$ cat src/rtl/fibo_pkg.sv
// Shared constants and state encoding for the Fibonacci sweep requester.
package fibo_pkg;

  localparam int FIBO_SIZE    = 4;
  localparam int FIBO_TIMEOUT = 64;

  typedef enum logic [2:0] {
    IDLE,
    DRAIN,
    ISSUE,
    WAIT,
    NEXT,
    FINISH
  } state_t;

endpackage

$ cat src/rtl/fibo_result_buf.sv
// Result store: 2^SIZE entries, one synchronous write port, combinational read.
module fibo_result_buf #(
  parameter int SIZE = 4
) (
  input  logic            clk,
  input  logic            rst,
  input  logic            we,
  input  logic [SIZE-1:0] wr_addr,
  input  logic [SIZE-1:0] wr_data,
  input  logic [SIZE-1:0] rd_addr,
  output logic [SIZE-1:0] rd_data
);

  localparam int DEPTH = 1 << SIZE;

  logic [SIZE-1:0] mem [DEPTH];

  always_ff @(posedge clk or posedge rst) begin
    if (rst) begin
      for (int i = 0; i < DEPTH; i++) mem[i] <= '0;
    end else if (we) begin
      mem[wr_addr] <= wr_data;
    end
  end

  assign rd_data = mem[rd_addr];

endmodule

$ cat src/rtl/fibo_requester.sv
// Sweeps a Fibonacci calculator over FIRST..LAST and stores each result in order.
//   state  | meaning
//   IDLE   | waiting for GO
//   DRAIN  | waiting for a stale DONE to drop before issuing
//   ISSUE  | one-cycle START with COUNT=idx
//   WAIT   | waiting for DONE, capture DATA
//   NEXT   | stop at last_r or advance idx
//   FINISH | end of sweep, SWEEP_DONE follows
module fibo_requester
  import fibo_pkg::*;
#(
  parameter int SIZE    = FIBO_SIZE,
  parameter int TIMEOUT = FIBO_TIMEOUT
) (
  input  logic            CLK,
  input  logic            RST,
  input  logic            GO,
  input  logic [SIZE-1:0] FIRST,
  input  logic [SIZE-1:0] LAST,
  output logic            START,
  output logic [SIZE-1:0] COUNT,
  input  logic            DONE,
  input  logic [SIZE-1:0] DATA,
  input  logic [SIZE-1:0] RD_ADDR,
  output logic [SIZE-1:0] RD_DATA,
  output logic            BUSY,
  output logic            SWEEP_DONE,
  output logic            ERR,
  output logic [SIZE:0]   NUM_RESULTS
);

  localparam int TW = (TIMEOUT > 2) ? $clog2(TIMEOUT) : 1;
  localparam logic [TW-1:0] TMR_LAST = TW'(TIMEOUT - 1);

  state_t state, state_next;

  logic [SIZE-1:0] idx;
  logic [SIZE-1:0] last_r;
  logic [TW-1:0]   tmr;
  logic            tmr_hit;
  logic            go_accept;
  logic            capture;
  logic            expire;

  assign tmr_hit = (tmr == TMR_LAST);

  // DONE takes priority over the timeout so a last-cycle result is kept.
  always_comb begin
    state_next = state;
    go_accept  = 1'b0;
    capture    = 1'b0;
    expire     = 1'b0;
    START      = 1'b0;
    BUSY       = 1'b1;
    case (state)
      IDLE: begin
        BUSY = 1'b0;
        if (GO) begin
          go_accept  = 1'b1;
          state_next = (FIRST > LAST) ? FINISH : DRAIN;
        end
      end
      DRAIN: begin
        if (!DONE) begin
          state_next = ISSUE;
        end else if (tmr_hit) begin
          expire     = 1'b1;
          state_next = FINISH;
        end
      end
      ISSUE: begin
        START      = 1'b1;
        state_next = WAIT;
      end
      WAIT: begin
        if (DONE) begin
          capture    = 1'b1;
          state_next = NEXT;
        end else if (tmr_hit) begin
          expire     = 1'b1;
          state_next = FINISH;
        end
      end
      NEXT:    state_next = (idx == last_r) ? FINISH : DRAIN;
      FINISH:  state_next = IDLE;
      default: state_next = IDLE;
    endcase
  end

  always_ff @(posedge CLK or posedge RST) begin
    if (RST) state <= IDLE;
    else     state <= state_next;
  end

  always_ff @(posedge CLK or posedge RST) begin
    if (RST) begin
      idx         <= '0;
      last_r      <= '0;
      COUNT       <= '0;
      tmr         <= '0;
      NUM_RESULTS <= '0;
      ERR         <= 1'b0;
      SWEEP_DONE  <= 1'b0;
    end else begin
      SWEEP_DONE <= (state == FINISH);
      if (go_accept) begin
        idx         <= FIRST;
        last_r      <= LAST;
        NUM_RESULTS <= '0;
        ERR         <= 1'b0;
      end
      if (state == NEXT && state_next == DRAIN) idx <= idx + 1'b1;
      if (state_next == ISSUE) COUNT <= idx;
      if (capture) NUM_RESULTS <= NUM_RESULTS + 1'b1;
      if (expire) ERR <= 1'b1;
      // Restart the wait budget on every state change; count only while waiting.
      if (state_next != state) tmr <= '0;
      else if (state == DRAIN || state == WAIT) tmr <= tmr + 1'b1;
    end
  end

  fibo_result_buf #(
    .SIZE(SIZE)
  ) u_buf (
    .clk     (CLK),
    .rst     (RST),
    .we      (capture),
    .wr_addr (NUM_RESULTS[SIZE-1:0]),
    .wr_data (DATA),
    .rd_addr (RD_ADDR),
    .rd_data (RD_DATA)
  );

endmodule

$ cat config.mk
export PLATFORM = sky130hd
export DESIGN_NAME = fibo_requester
export DESIGN_NICKNAME = d
export VERILOG_FILES = /design/src/rtl/fibo_pkg.sv /design/src/rtl/fibo_result_buf.sv /design/src/rtl/fibo_requester.sv
export SDC_FILE = /design/constraint.sdc
export NUM_CORES = 1
export LEC_CHECK = 0
export CAP_MARGIN = 40
export CORE_UTILIZATION = 43
export DETAILED_ROUTE_END_ITERATION = 10
export DONT_BUFFER_PORTS = 1
export GPL_TIMING_DRIVEN = 0
export PLACE_DENSITY_LB_ADDON = 0.25
export SLEW_MARGIN = 20
export SYNTH_ARGS = -nofsm -noshare
export SYNTH_HDL_FRONTEND = slang
export SYNTH_SLANG_ARGS = --single-unit
$ cat constraint.sdc
create_clock -name CLK -period 3.8 [get_ports CLK]
set_input_delay 1.14 -clock CLK [delete_from_list [all_inputs] [get_ports CLK]]
set_output_delay 1.14 -clock CLK [all_outputs]
set_load 0.01 [all_outputs]
==> flow_summary.json, run 1 <==
{
  "postCtsSetupBuffers": 0,
  "synth_cells": 341,
  "start_util_pct": 44.0,
  "rr_endpoint": "idx[3]",
  "core_um2": 10200,
  "drv_cap": 0,
  "hold_viol": 0,
  "ys_warn_count": 0,
  "setup_slack_ns": 0.164,
  "design.die.area_um2": 10900,
  "antenna_found_initial": 0,
  "hold_depth": 1,
  "fin_nets": 383,
  "place_ws_ns": -0.278,
  "drv_slew": 0,
  "p_leak_nw": 2.31,
  "holdBufCountCts": 0,
  "met3WireLength_um": 415,
  "routed.top_layer": "met4",
  "cts_inserted_buffers": 9,
  "routedWlPerCell_um": 18.6,
  "viasPerCell": 5.54,
  "syn_nets": 371,
  "first_iter_violations": 106,
  "fin_setup_tns_ns": 0,
  "numPortBuffers": 0,
  "dr_total_vias": 2733,
  "r2r_start": "idx[1]",
  "place.gp.congestion": 0.803,
  "wirelength_um": 9190,
  "pin_count": 37,
  "maxSlewHeadroom_pct": 58.7,
  "fin_crit_sh_pct": 95.7,
  "internal_power_mw": 1.89,
  "drtAntennaViolNets": 0,
  "die_w_um": 104,
  "start_kind": "input pin",
  "status": "complete, no violations",
  "ir_worst_vdd_uv": 369,
  "hold-path-endpoint": "u_buf.mem[19]",
  "wl_met1_um": 3980,
  "clkTransAtPathRegs_ns": 0.09,
  "seq_area_frac_synth_pct": 51.1,
  "row_count": 37,
  "grt_max_degree": 65,
  "grt_first_pass_wirelength_um": 15500,
  "cts_root_buf": "clkbuf_8",
  "worstPathArrival_ns": 2.50,
  "clockBufferDepth": 2,
  "cp-end-kind": "output pin",
  "grt_pass1_vias": 2933,
  "synth_area_um2": 4510,
  "tightest_slew_ns": 0.619,
  "hold_path.class": "flop to flop",
  "regToRegSetupSlack_ns": 1.70,
  "first_pass_iters": 4,
  "worst_ep_required_time_ns": 2.66,
  "clock.fmax_mhz": 275,
  "fin_crit_ns": 3.64,
  "tritoncts": "built",
  "dr_wl_met2_um": 4710,
  "r2r_cells": 4,
  "clkPwrFrac_pct": 25.6,
  "cts_sinks": 92,
  "overflow": 0,
  "combPwrFrac_pct": 27.1,
  "dpl.hpwl_um": 6520,
  "hold_slack_ns": 0.508,
  "grt_setup_unrepaired": "no",
  "drive_gt1_share_pct": 32.8,
  "synth_cell_types": 41,
  "pwr-share-seq_pct": 47.3,
  "antenna_cells": 0,
  "setup_viol": 0,
  "critPathMaxFanout": 10,
  "htreeDepth": 3,
  "drc": 0,
  "power_switching_share_pct": 32.7,
  "clk_latency_ns": 0.36,
  "switching_power_uw": 917,
  "area_delta_synth_final_pct": 9.47,
  "die_h_um": 104,
  "powerDensity_nw_per_um2": 568,
  "fin_skew_ns": 0.0155,
  "ys_seq_elements": 92,
  "power.total_mw": 2.80,
  "crit_type": "input pin to output pin",
  "syn_area_per_cell_um2": 13.2,
  "min-delay-start": "u_buf.mem[19]",
  "grt_usage_pct": 18.5
}
[cell usage in the layout, fill, tap and decap left out, drive strengths merged, types with 2 or more instances in the layout]
cell type  count
dfrtp         92
mux2          70
nand2         27
clkbuf        21
mux4          16
nand3         12
ha            10
xor2           9
inv            9
a22oi          8
nor4           7
buf            7
nor2           6
nor2b          6
nand4          6
a21oi          6
o21ai          6
and2           4
nor3b          4
o211ai         3
a221o          3
and3           2
a21o           2
mux2i          2
bufinv         2
clkinvlp       2
[worst max-delay path: stages]
cell and delay, ns:
clkbuf_4 0.20, buf_6 0.22, mux4_2 0.53, a22oi_1 0.24, nand2_1 0.15
[worst max-delay path by stage]
stage,from,endpoint,slack [ns],cells after the start
final,RD_ADDR[0],RD_DATA[0],0.16,5
after global routing,RD_ADDR[0],RD_DATA[0],0.06,5
after CTS,RD_ADDR[0],RD_DATA[0],0.02,5
after detailed placement,RD_ADDR[1],RD_DATA[0],-0.28,5
after global placement,RST,u_buf.mem[50],-0.76,1
after floorplan,RD_ADDR[0],RD_DATA[2],0.21,5
[cells by family after synthesis]
family                     after synthesis  share of synthesized area, %
buffers and inverters                   26                          2.50
and+or+nand+nor                         79                          9.61
AOI/OAI and AO/OA                       35                          5.92
adders and majority gates               11                          3.00
xor gates and xnor gates                10                          1.94
muxes                                   88                          25.9
DFF                                     92                          51.1
[power by group through the flow]
| stage | clock [mW] | combinational, mW | sequential, mW |
|---|---|---|---|
| 3_3_place_gp | 0 | 0.736 | 1.34 |
| 6_report | 0.718 | 0.758 | 1.33 |
| 4_1_cts | 0.740 | 0.767 | 1.33 |
| 2_1_floorplan | 0 | 0.630 | 1.30 |
| 5_1_grt | 0.770 | 0.839 | 1.36 |
| 3_5_place_dp | 0 | 0.762 | 1.35 |
[layout make-up]
type	count	area [um2]
fill	895	5300
clock buffer	9	124
tap	136	170
multi-input combinational	223	2090
sequential	92	2300
inverter	8	35.0
timing repair buffer	1	27.5
clock inverter	6	88.8
buffer	18	93.8
[stage by stage]
stage	utilization (%)	instance area (um2)	std cells
6_report	48.2	4930	493
5_1_grt	48.2	4930	493
4_1_cts	48.1	4930	493
3_5_place_dp	46.0	4710	478
3_3_place_gp	45.7	4680	477
2_1_floorplan	-	4510	341
[timing repair]
item / 4_1_cts / 5_1_grt
gates cloned: 0 / 0
endpoints found under the setup margin: 4 / 2
pin swaps: 0 / 0
gates resized for setup: 3 / 2
endpoints found under the hold margin: 0 / 0
[flip-flops by register name, indices dropped and copies added, names as in the netlist]
signal       cells
COUNT            4
ERR              1
last_r           4
SWEEP_DONE       1
u_buf.mem       64
NUM_RESULTS      5
tmr              6
state            3
idx              4
[cell usage after synthesis]
cell type | count | area, um2
a211oi_1 | 1 | 7.51
a21o_1 | 2 | 15.0
a21oi_1 | 6 | 30.0
a221o_1 | 3 | 30.0
a22o_1 | 1 | 8.76
a22oi_1 | 8 | 60.1
a32o_1 | 1 | 10.0
and2_1 | 4 | 25.0
and3_1 | 2 | 12.5
and4b_1 | 1 | 10.0
buf_2 | 6 | 30.0
buf_4 | 1 | 7.51
clkbuf_1 | 10 | 37.5
clkbuf_4 | 1 | 7.51
dfrtp_1 | 92 | 2300
ha_1 | 10 | 125
inv_1 | 8 | 30.0
maj3_1 | 1 | 10.0
mux2_2 | 70 | 788
mux2i_1 | 2 | 20.0
mux4_2 | 16 | 360
nand2_1 | 27 | 101
nand3_1 | 12 | 60.1
nand3b_1 | 1 | 7.51
nand4_1 | 6 | 37.5
nor2_1 | 6 | 22.5
nor2b_1 | 6 | 37.5
nor3_1 | 1 | 5.00
nor3b_1 | 2 | 15.0
nor3b_2 | 2 | 25.0
nor4_1 | 7 | 43.8
nor4b_4 | 1 | 23.8
o211ai_1 | 3 | 22.5
o21a_1 | 1 | 7.51
o21ai_0 | 6 | 30.0
o21bai_1 | 1 | 7.51
o32a_1 | 1 | 10.0
o41ai_4 | 1 | 27.5
or3_1 | 1 | 6.26
xnor2_1 | 1 | 8.76
xor2_1 | 9 | 78.8
[per-layer routing]
layer | global-route usage (%) | vias to the layer above
li1 | - | 1283
met1 | 23.2 | 1388
met2 | 31.2 | 52
met3 | 5.33 | 10
met4 | 4.90 | 0
met5 | 0 | -
Note: power is estimated with default switching activity, not from simulation.
==> run 2, diff against run 1 <==
--- a/config.mk
+++ b/config.mk
@@ -11,6 +11,7 @@
 export DONT_BUFFER_PORTS = 1
 export GPL_TIMING_DRIVEN = 0
 export PLACE_DENSITY_LB_ADDON = 0.25
+export SETUP_SLACK_MARGIN = 0.15
 export SLEW_MARGIN = 20
 export SYNTH_ARGS = -nofsm -noshare
 export SYNTH_HDL_FRONTEND = slang
==> run 2 against run 1 <==
Register-to-register slack is essentially flat. Critical path type unchanged. Sequential power is essentially flat. Cell area increased by 0.33%. Count of clock-buffer cells in the layout is the same. Sequential share of layout area decreased by 0.15 points. Clock power hardly changed. Utilization increased by 0.16 points. Global-route usage hardly changed. Cell count stayed put. Non-clock buffer count unchanged.
==> flow_summary.json, run 2 (synthesized netlist as in run 1, its figures left out) <==
{
  "status": "complete, no violations",
  "start_kind": "input pin",
  "rr_endpoint": "idx[3]",
  "grt_setup_unrepaired": "no",
  "largest_register": "u_buf.mem",
  "drc": 0,
  "place.gp.congestion": 0.803,
  "drv_slew": 0,
  "pin_count": 37,
  "tritoncts": "built",
  "clkPwrFrac_pct": 25.6,
  "clockBufferDepth": 2,
  "cts_inserted_buffers": 9,
  "hold_viol": 0,
  "hold_path.class": "flop to flop",
  "clock.fmax_mhz": 283,
  "fin_crit_ns": 3.53,
  "internal_power_mw": 1.89,
  "top_regs": "u_buf.mem: 64 flops, tmr: 6 flops, NUM_RESULTS: 5 flops",
  "fin_crit_sh_pct": 93.0,
  "fin_setup_tns_ns": 0,
  "clkTransAtPathRegs_ns": 0.09,
  "start_util_pct": 44.0,
  "multi_input_area_um2": 2100,
  "drv_cap": 0,
  "pwr-share-seq_pct": 47.3,
  "holdBufCountCts": 0,
  "layout_commonest_cell": "dfrtp_1",
  "drive_gt1_share_pct": 33.3,
  "placed_area_um2": 4710,
  "final_cell_mix": "dfrtp_1 (92), mux2_2 (70), nand2_1 (27), mux4_2 (16), nand3_1 (12)",
  "antenna_found_initial": 0,
  "core_um2": 10200,
  "dpl.hpwl_um": 6520,
  "wirelength_um": 9190,
  "min-delay-start": "u_buf.mem[19]",
  "largest_reg_flops": 64,
  "dr_total_vias": 2727,
  "ir_worst_vdd_uv": 367,
  "antenna_cells": 0,
  "setup_viol": 0,
  "combPwrFrac_pct": 27.1,
  "worstPathArrival_ns": 2.39,
  "powerDensity_nw_per_um2": 567,
  "viasPerCell": 5.53,
  "row_count": 37,
  "first_pass_iters": 4,
  "p_leak_nw": 2.31,
  "design.die.area_um2": 10900,
  "cts_sinks": 92,
  "crit_type": "input pin to output pin",
  "overflow": 0,
  "first_iter_violations": 93,
  "tightest_slew_ns": 0.625,
  "htreeDepth": 3,
  "final_area_um2": 4950,
  "grt_max_degree": 65,
  "fin_nets": 383,
  "area_delta_synth_final_pct": 9.83,
  "setup_slack_ns": 0.266,
  "critPathMaxFanout": 10,
  "fillers": 891,
  "numPortBuffers": 0,
  "die_w_um": 104,
  "r2r_start": "idx[1]",
  "grt_usage_pct": 18.5,
  "routedWlPerCell_um": 18.6,
  "final_util_pct": 48.4,
  "maxSlewHeadroom_pct": 58.3,
  "cp-end-kind": "output pin",
  "grt_pass1_vias": 2931,
  "drtAntennaViolNets": 0,
  "seqCellArea_um2": 2300,
  "die_h_um": 104,
  "regToRegSetupSlack_ns": 1.70,
  "clk_latency_ns": 0.36,
  "hold-path-endpoint": "u_buf.mem[19]",
  "grt_first_pass_wirelength_um": 15500,
  "cts_root_buf": "clkbuf_8",
  "hold_depth": 1,
  "r2r_cells": 4,
  "worst_ep_required_time_ns": 2.66,
  "switching_power_uw": 917,
  "postCtsSetupBuffers": 0,
  "fin_skew_ns": 0.0167,
  "power.total_mw": 2.80,
  "power_switching_share_pct": 32.7,
  "place_ws_ns": -0.278
}
-- run 2: cell types whose count changed in the layout (fill, tap and decap cells not counted) --
cell / before / now
buf_8: 0 / 1
a22oi_2: 0 / 2
buf_6: 1 / 0
a22oi_1: 8 / 6
clkbuf_2: 2 / 1
buf_4: 1 / 2
-- run 2: worst max-delay path: stages --
cell and delay, ns:
buf_4 0.18, buf_8 0.19, mux4_2 0.51, a22oi_1 0.22
nand2_1 0.15
-- run 2: final cells by class --
type | instances | share of cell area [%]
buffer | 18 | 2.02
clock buffer | 9 | 2.50
clock inverter | 6 | 1.80
inverter | 8 | 0.708
multi-input combinational | 223 | 42.5
sequential | 92 | 46.5
tap | 136 | 3.44
timing repair buffer | 1 | 0.556
-- run 2: worst max path at each step --
stage | startpoint | to | slack [ns] | cells past startpoint
floorplan | RD_ADDR[0] | RD_DATA[2] | 0.21 | 5
global placement | RST | u_buf.mem[50] | -0.76 | 1
detailed placement | RD_ADDR[1] | RD_DATA[0] | -0.28 | 5
CTS | RD_ADDR[1] | RD_DATA[0] | 0.17 | 5
global route | RD_ADDR[0] | RD_DATA[2] | 0.17 | 5
finish | RD_ADDR[0] | RD_DATA[1] | 0.27 | 5
-- run 2: repair_timing --
item	4_1_cts	5_1_grt
gates cloned	0	0
endpoints found under the setup margin	4	2
gates resized for setup	5	5
-- run 2: per-stage QoR --
step	std cells	hold slack [ns]
final	493	0.507
after global routing	493	0.523
after CTS	493	0.510
after detailed placement	478	0.488
after global placement	477	0.482
after floorplan	341	0.466
-- run 2: power by group through the flow --
stage | Sequential, mW | Clock (mW) | Combinational, mW
floorplan | 1.30 | 0 | 0.630
global route | 1.36 | 0.769 | 0.841
global placement | 1.34 | 0 | 0.736
CTS | 1.33 | 0.740 | 0.768
detailed placement | 1.35 | 0 | 0.762
finish | 1.33 | 0.718 | 0.760
-- run 2: routing by layer --
metal	GRT usage [%]	part of all wire, %	vias to the layer above
met2	31.3	51	56
met3	5.20	5.2	10
li1	-	-	1280
met5	0	0	-
met4	4.90	1.0	0
met1	23.0	43	1381
